`src/rtl/pcpi_arbiter.sv`:
```
// Two-requester round-robin arbiter in front of a single shared PCPI coprocessor.
// One transaction at a time: IDLE -> BUSY -> RESP, with an inactivity timeout in BUSY.
module pcpi_arbiter #(
  parameter int TIMEOUT = 16
) (
  input  logic        clk,
  input  logic        rst_n,

  input  logic        req0_valid,
  input  logic [31:0] req0_insn,
  input  logic [31:0] req0_rs1,
  input  logic [31:0] req0_rs2,
  output logic        req0_ready,
  output logic        req0_wr,
  output logic [31:0] req0_rd,
  output logic        req0_wait,

  input  logic        req1_valid,
  input  logic [31:0] req1_insn,
  input  logic [31:0] req1_rs1,
  input  logic [31:0] req1_rs2,
  output logic        req1_ready,
  output logic        req1_wr,
  output logic [31:0] req1_rd,
  output logic        req1_wait,

  output logic        cp_valid,
  output logic [31:0] cp_insn,
  output logic [31:0] cp_rs1,
  output logic [31:0] cp_rs2,
  input  logic        cp_ready,
  input  logic        cp_wr,
  input  logic [31:0] cp_rd,
  input  logic        cp_wait,

  output logic        grant_id,
  output logic        busy,
  output logic        timeout_err
);

  typedef enum logic [1:0] {IDLE, BUSY, RESP} state_t;

  localparam logic [7:0] TMO_LAST = 8'(TIMEOUT - 1);

  state_t      state;
  logic        last_grant;
  logic [7:0]  tmo_cnt;
  logic [31:0] rd_q;
  logic        wr_q;
  logic [1:0]  ready_q;
  logic        win;

  // Round-robin pick: contention goes to whoever was not served last.
  always_comb begin
    win = 1'b0;
    if (req0_valid && req1_valid) win = ~last_grant;
    else if (req1_valid)          win = 1'b1;
  end

  always_ff @(posedge clk) begin
    if (!rst_n) begin
      state       <= IDLE;
      last_grant  <= 1'b1;
      grant_id    <= 1'b0;
      tmo_cnt     <= 8'd0;
      cp_valid    <= 1'b0;
      cp_insn     <= 32'd0;
      cp_rs1      <= 32'd0;
      cp_rs2      <= 32'd0;
      rd_q        <= 32'd0;
      wr_q        <= 1'b0;
      ready_q     <= 2'b00;
      timeout_err <= 1'b0;
    end else begin
      case (state)
        IDLE: begin
          ready_q     <= 2'b00;
          timeout_err <= 1'b0;
          if (req0_valid || req1_valid) begin
            grant_id <= win;
            cp_insn  <= win ? req1_insn : req0_insn;
            cp_rs1   <= win ? req1_rs1  : req0_rs1;
            cp_rs2   <= win ? req1_rs2  : req0_rs2;
            tmo_cnt  <= 8'd0;
            cp_valid <= 1'b1;
            state    <= BUSY;
          end
        end
        BUSY: begin
          // cp_ready has priority over an expiring timeout.
          if (cp_ready) begin
            rd_q     <= cp_rd;
            wr_q     <= cp_wr;
            ready_q  <= grant_id ? 2'b10 : 2'b01;
            cp_valid <= 1'b0;
            state    <= RESP;
          end else if (cp_wait) begin
            tmo_cnt <= 8'd0;
          end else if (tmo_cnt == TMO_LAST) begin
            rd_q        <= 32'd0;
            wr_q        <= 1'b0;
            ready_q     <= grant_id ? 2'b10 : 2'b01;
            timeout_err <= 1'b1;
            cp_valid    <= 1'b0;
            state       <= RESP;
          end else begin
            tmo_cnt <= tmo_cnt + 8'd1;
          end
        end
        RESP: begin
          ready_q     <= 2'b00;
          timeout_err <= 1'b0;
          last_grant  <= grant_id;
          state       <= IDLE;
        end
        default: state <= IDLE;
      endcase
    end
  end

  assign busy       = (state != IDLE);
  assign req0_ready = ready_q[0];
  assign req1_ready = ready_q[1];
  assign req0_wr    = ready_q[0] & wr_q;
  assign req1_wr    = ready_q[1] & wr_q;
  assign req0_rd    = ready_q[0] ? rd_q : 32'd0;
  assign req1_rd    = ready_q[1] ? rd_q : 32'd0;
  assign req0_wait  = cp_wait & (state == BUSY) & ~grant_id;
  assign req1_wait  = cp_wait & (state == BUSY) &  grant_id;

endmodule

```
`config.mk`:
```
export PLATFORM = sky130hd
export DESIGN_NAME = pcpi_arbiter
export DESIGN_NICKNAME = d
export VERILOG_FILES = /design/src/rtl/pcpi_arbiter.sv
export SDC_FILE = /design/constraint.sdc
export NUM_CORES = 1
export LEC_CHECK = 0
export BUFFER_PORTS_ARGS = -buffer_cell sky130_fd_sc_hd__buf_2
export CAP_MARGIN = 30
export CORE_ASPECT_RATIO = 0.5
export CORE_MARGIN = 2
export CORE_UTILIZATION = 25
export DETAILED_ROUTE_END_ITERATION = 8
export PLACE_DENSITY = 0.53
export SYNTH_ARGS = -nofsm -noshare
export SYNTH_HDL_FRONTEND = slang
export SYNTH_SLANG_ARGS = --single-unit
```
`constraint.sdc`:
```
create_clock -name clk -period 5.1 [get_ports clk]
set_input_delay 0.765 -clock clk [delete_from_list [all_inputs] [get_ports clk]]
set_output_delay 0.765 -clock clk [all_outputs]
set_load 0.05 [all_outputs]
```
==> metrics.cfg, run 1 <==
[status]
status=finished clean

[worst_hold_path]
hp-class=reg -> reg
min_from=rd_q[16]

[die]
die_h_um=119
io_pins=401
rows=42
die_w_um=235
initial_core_util_pct=25.3
dieArea_um2=28100
core_um2=26300

[power]
switching_share_pct=32.4
power.switching_mw=1.14
intPower_mw=2.38
power-per-cell-area_nw_per_um2=369
p_leak_nw=5.45
seq_power_share_pct=36.7
ir_worst_vdd_v=0.000206
combPwrFrac_pct=23.8
p_clk_share_pct=39.4

[critical_path]
r2r_start=state[1]
worst-setup-path-type=reg -> out
critPathCapture=req1_rd[23]
cp_num_cells=2
critical_path.endpoint_type=output port
reg2regPathDepth=6
cpPeakStageDelay_ps=950
worstSetupStartpointType=flop
critPathRequiredTime_ps=4340
rrSetupSlack_ps=3070
path_cells=and2_1 > buf_2
crit_family=flip-flops
critPathArrivalTime_ps=1890
setup.worst_path.start=ready_q[1]
r2r-end=cp_rs1[17]
crit_buf_inv=1
path_max_fanout=35
crit_slowest_cell=dfxtp_1

[drt]
ant_nets=0
wirelength_mm=21.3
drt-initial-drc-count=280
wl_per_cell_um=15.2
drt_pass1_iterations=6
drc=0
routed-via-count=6271
viasPerCell=4.49

[timing]
worst_pin_slew_ps=964
setup_tns_ps=0
hold_slack_ps=483
hold_violations=0
rsz0062_at_grt=false
relSlewSlack_pct=35.6
period_needed_ps=2660
finalCritPeriodShare_pct=52.1
max_freq_mhz=376
setup_violations=0
fin_skew_ps=6.75
finalMaxSlewViolations=0

[cts]
cts_resized=0
cts_num_sinks=145
cts-root-buf=clkbuf_16
cts-htree-levels=4
cts_hold_buf=0
clock_latency_ps=430
cts_tree=yes
cts_inserted_buffers=17
cts_setup_buffers=0
cts_buffer_depth=2
clk_pin_slew_worst_paths_ps=60

[yosys]
synth_simple_gate_area_share_pct=15.0
syn_nets=900
ys_warn_count=0
avgSynthCellArea_um2=9.98
synthesis.area_um2=6670
synth_fa_ha_area_share_pct=0.188
synth-compound-area-share_pct=22.1
synth.area.mux_share_pct=14.9
ys_types=40
synth_seq_area_share_pct=43.5
synth_seq_cells=145
async_flop_share_pct=0
synth_top_family_by_area=compound AO/OA/AOI/OAI gates
synthCells=668
synth_xor_area_share_pct=0
synthFlopType=dfxtp_1
synth-edff-count=0

[placement]
gp_congestion=0.886
io_buffers=400
hpwl_mm=15.8

[grt]
antenna_found_initial=0
grt_pass1_wl_mm=33.1
grt_usage_pct=15.0
grt_pass1_vias=6131
grt_max_degree=194
grt_overflow=0

[run]
drv_cap=0

[cells_and_area]
nets=1265
drive_gt1_share_pct=42.2
area_growth_pct=43.4
antenna_cells=0

cell usage in the layout (no fill, tap or decap), drive strengths merged, types with 3 or more instances in the layout:
cell        n
clkbuf     19
and3        3
a31oi       4
clkinv      4
dfxtp     145
nor2        8
nand2     107
a21oi       4
o211a      97
buf       405
o21ai       6
nand3       3
nor2b       4
a22o       34
a21boi      4
and2       68
bufinv      5
mux2i      99
clkinvlp    3
state kept, by name, indices dropped and copies added, names as in the netlist:
register and count:
cp_insn 32, cp_rs1 32, cp_rs2 32, rd_q 32, tmo_cnt 8, ready_q 2
state 2, cp_valid 1, grant_id 1, last_grant 1, timeout_err 1, wr_q 1
worst min-delay path by stage:
| stage | end | cells after the start |
|---|---|---|
| 6_report | rd_q[16] | 1 |
| 5_1_grt | cp_insn[22] | 1 |
| 4_1_cts | cp_valid | 1 |
| 3_5_place_dp | rd_q[16] | 1 |
| 3_3_place_gp | cp_valid | 1 |
| 2_1_floorplan | last_grant | 2 |
area by class of cell:
type | count | area, µm²
clock buffers | 19 | 443
clock inverters | 13 | 209
fillers | 2663 | 16800
inverters | 1 | 3.75
multi-input cells | 463 | 3500
flip-flops and latches | 145 | 2900
well taps | 352 | 440
repair buffers | 405 | 2070
per-layer routing:
metal / up-vias / part of all wire (%) / track usage, %
li1: 3132 / - / -
met1: 3002 / 44 / 17.8
met2: 115 / 51 / 26.5
met3: 22 / 3.6 / 4.17
met4: 0 / 1.5 / 4.63
met5: - / 0 / 0
power by group through the flow:
stage	clock, mW	sequential (mW)	combinational [mW]
5_1_grt	1.50	1.31	0.894
3_5_place_dp	0	1.32	0.849
6_report	1.39	1.29	0.840
2_1_floorplan	0	1.62	0.287
4_1_cts	1.44	1.29	0.851
3_3_place_gp	0	1.32	0.842
worst register-to-register path: stages, from the launching register on:
cell,delay [ps]
dfxtp_1,370
nor2_1,270
inv_1,170
nor2_4,150
buf_12,560
nand2_1,250
o211a_1,170
cells by family (layout without fill, tap and decap cells):
kind of cell,after synthesis,count (layout)
fa+ha+maj,1,1
mux,99,99
simple gates,204,204
flops,145,145
buf+inv,60,438
compound gates,159,159
synthesized netlist by cell type (2+ instances only):
library cell,number,area [µm²]
nor2_1,8,30.0
nor3b_1,2,15.0
o21ai_0,5,25.0
o21a_1,2,15.0
nand3_1,3,15.0
a22o_1,34,298
nand3b_1,2,15.0
and3_1,3,18.8
mux2i_1,99,991
a21boi_0,3,22.5
o211a_1,97,971
buf_2,23,115
and2_1,68,425
dfxtp_1,145,2900
a21oi_1,4,20.0
nor2b_1,4,25.0
clkbuf_1,31,116
nand2_1,107,402
buf_6,4,45.0
a31oi_1,4,25.0
through the flow:
stage | cell area (µm²) | setup WS (ps) | util (%) | total power [mW] | cells
after floorplan | 6670 | 2880 | - | 1.91 | 668
after global placement | 8910 | 2810 | 33.8 | 2.16 | 1366
after detailed placement | 8910 | 2740 | 33.8 | 2.17 | 1366
after CTS | 9560 | 2320 | 36.3 | 3.58 | 1398
after global routing | 9560 | 2210 | 36.3 | 3.70 | 1398
final | 9560 | 2440 | 36.3 | 3.52 | 1398
Note: power is estimated with default switching activity, not from simulation.
==> inputs of run 2 (changes only) <==
clock period = 2.5 ns   (was 5.1 ns; I/O delays follow)
==> run 2 against run 1 <==
Utilization increased by 0.33 points. Via count up 2.4%. Setup slack lost 2100 ps. Register-to-register slack got worse by 2500 ps. Critical endpoint is now req1_wait.
==> metrics.cfg, run 2 (synthesis gave the netlist of run 1 again) <==
[drt]
drt_pass1_iterations=6
routed-via-count=6419
drt-initial-drc-count=314
wirelength_mm=21.5
wl_per_cell_um=15.2
ant_nets=0
viasPerCell=4.56
drc=0

[timing]
hold_violations=0
relSlewSlack_pct=50.1
finalMaxSlewViolations=0
period_needed_ps=2190
setup_tns_ps=0
worst_pin_slew_ps=747
fin_skew_ps=6.26
finalCritPeriodShare_pct=87.6
setup_violations=0
max_freq_mhz=457
rsz0062_at_grt=false

[die]
io_pins=401
die_w_um=235
rows=42
initial_core_util_pct=25.3
core_um2=26300
dieArea_um2=28100
die_h_um=119

[grt]
grt_usage_pct=15.1
grt_overflow=0
grt_pass1_vias=6251
antenna_found_initial=0
grt_pass1_wl_mm=33.4
grt_max_degree=103

[power]
switching_share_pct=32.4
ir_worst_vdd_v=0.000368
power.switching_mw=2.30
seq_power_share_pct=37.1
p_leak_nw=5.50
intPower_mw=4.81
combPwrFrac_pct=24.7
p_clk_share_pct=38.2
power-per-cell-area_nw_per_um2=737

[cells_and_area]
final_cells=1407
area_growth_pct=44.7
final_common_cell=buf_2
nFillCells=2688
fin_util_pct=36.7
nets=1274
drive_gt1_share_pct=42.5
final_cell_mix=buf_2 (399), dfxtp_1 (145), nand2_1 (107)
antenna_cells=0

[cts]
cts_setup_buffers=0
cts_hold_buf=0
cts_num_sinks=145
cts_inserted_buffers=17
cts_tree=yes
cts-root-buf=clkbuf_16
cts-htree-levels=4
cts_resized=0
cts_buffer_depth=2
clock_latency_ps=440
clk_pin_slew_worst_paths_ps=60

[critical_path]
path_max_fanout=8
worstSetupStartpointType=flop
cp_num_cells=3
critical_path.endpoint_type=output port
critPathArrivalTime_ps=1810
path_cells=nor2b_1 > and3_1 > buf_2
worst-setup-path-type=reg -> out
critPathRequiredTime_ps=2120
reg2regPathDepth=5
cpPeakStageDelay_ps=490
crit_buf_inv=1
crit_slowest_cell=nor2b_1
crit_family=simple AND/OR/NAND/NOR gates

[placement]
dp_cells=1375
io_buffers=400
hpwl_mm=16.2
gp_congestion=0.880

[status]
status=finished clean

[run]
drv_cap=0

[worst_hold_path]
hp-class=in -> reg
hold_depth=2

run 2: path summary, 6_finish.rpt:
check | to | slack (ps) | from
min reg2reg | tmo_cnt[6] | 490 | tmo_cnt[6]
max reg2reg | rd_q[21] | 580 | tmo_cnt[4]
max | req1_wait | 310 | state[0]
min | rd_q[26] | 150 | cp_rd[26]
run 2: layout make-up:
class | instances | area [µm²] | share of cell area, %
Timing Repair Buffer | 414 | 2180 | 22.6
Tap cell | 352 | 440 | 4.56
Multi-Input combinational cell | 463 | 3500 | 36.2
Sequential cell | 145 | 2900 | 30.1
Inverter | 1 | 3.75 | 0.0389
Clock inverter | 10 | 158 | 1.63
Clock buffer | 22 | 464 | 4.81
run 2: per-layer routing:
metal | share of wire [%] | track usage (%) | vias up
met5 | 0 | 0 | -
met4 | 2.2 | 5.70 | 0
met3 | 4.0 | 4.66 | 35
met2 | 51 | 26.1 | 129
met1 | 43 | 17.6 | 3098
li1 | - | - | 3157
run 2: metrics by stage:
stage	hold slack (ps)	worst slack, ps	total power [mW]	cell area, µm²
3_3_place_gp	462	655	4.44	9030
3_5_place_dp	459	588	4.46	9030
4_1_cts	121	267	7.23	9650
2_1_floorplan	436	725	3.90	6670
5_1_grt	123	156	7.45	9650
6_report	155	311	7.11	9650
run 2: power by group through the flow:
stage                     sequential (mW)  combinational (mW)  clock (mW)
after CTS                            2.64                1.78        2.81
after floorplan                      3.31               0.586           0
after global placement               2.68                1.76           0
final                                2.64                1.76        2.71
after detailed placement             2.69                1.77           0
after global routing                 2.67                1.86        2.92
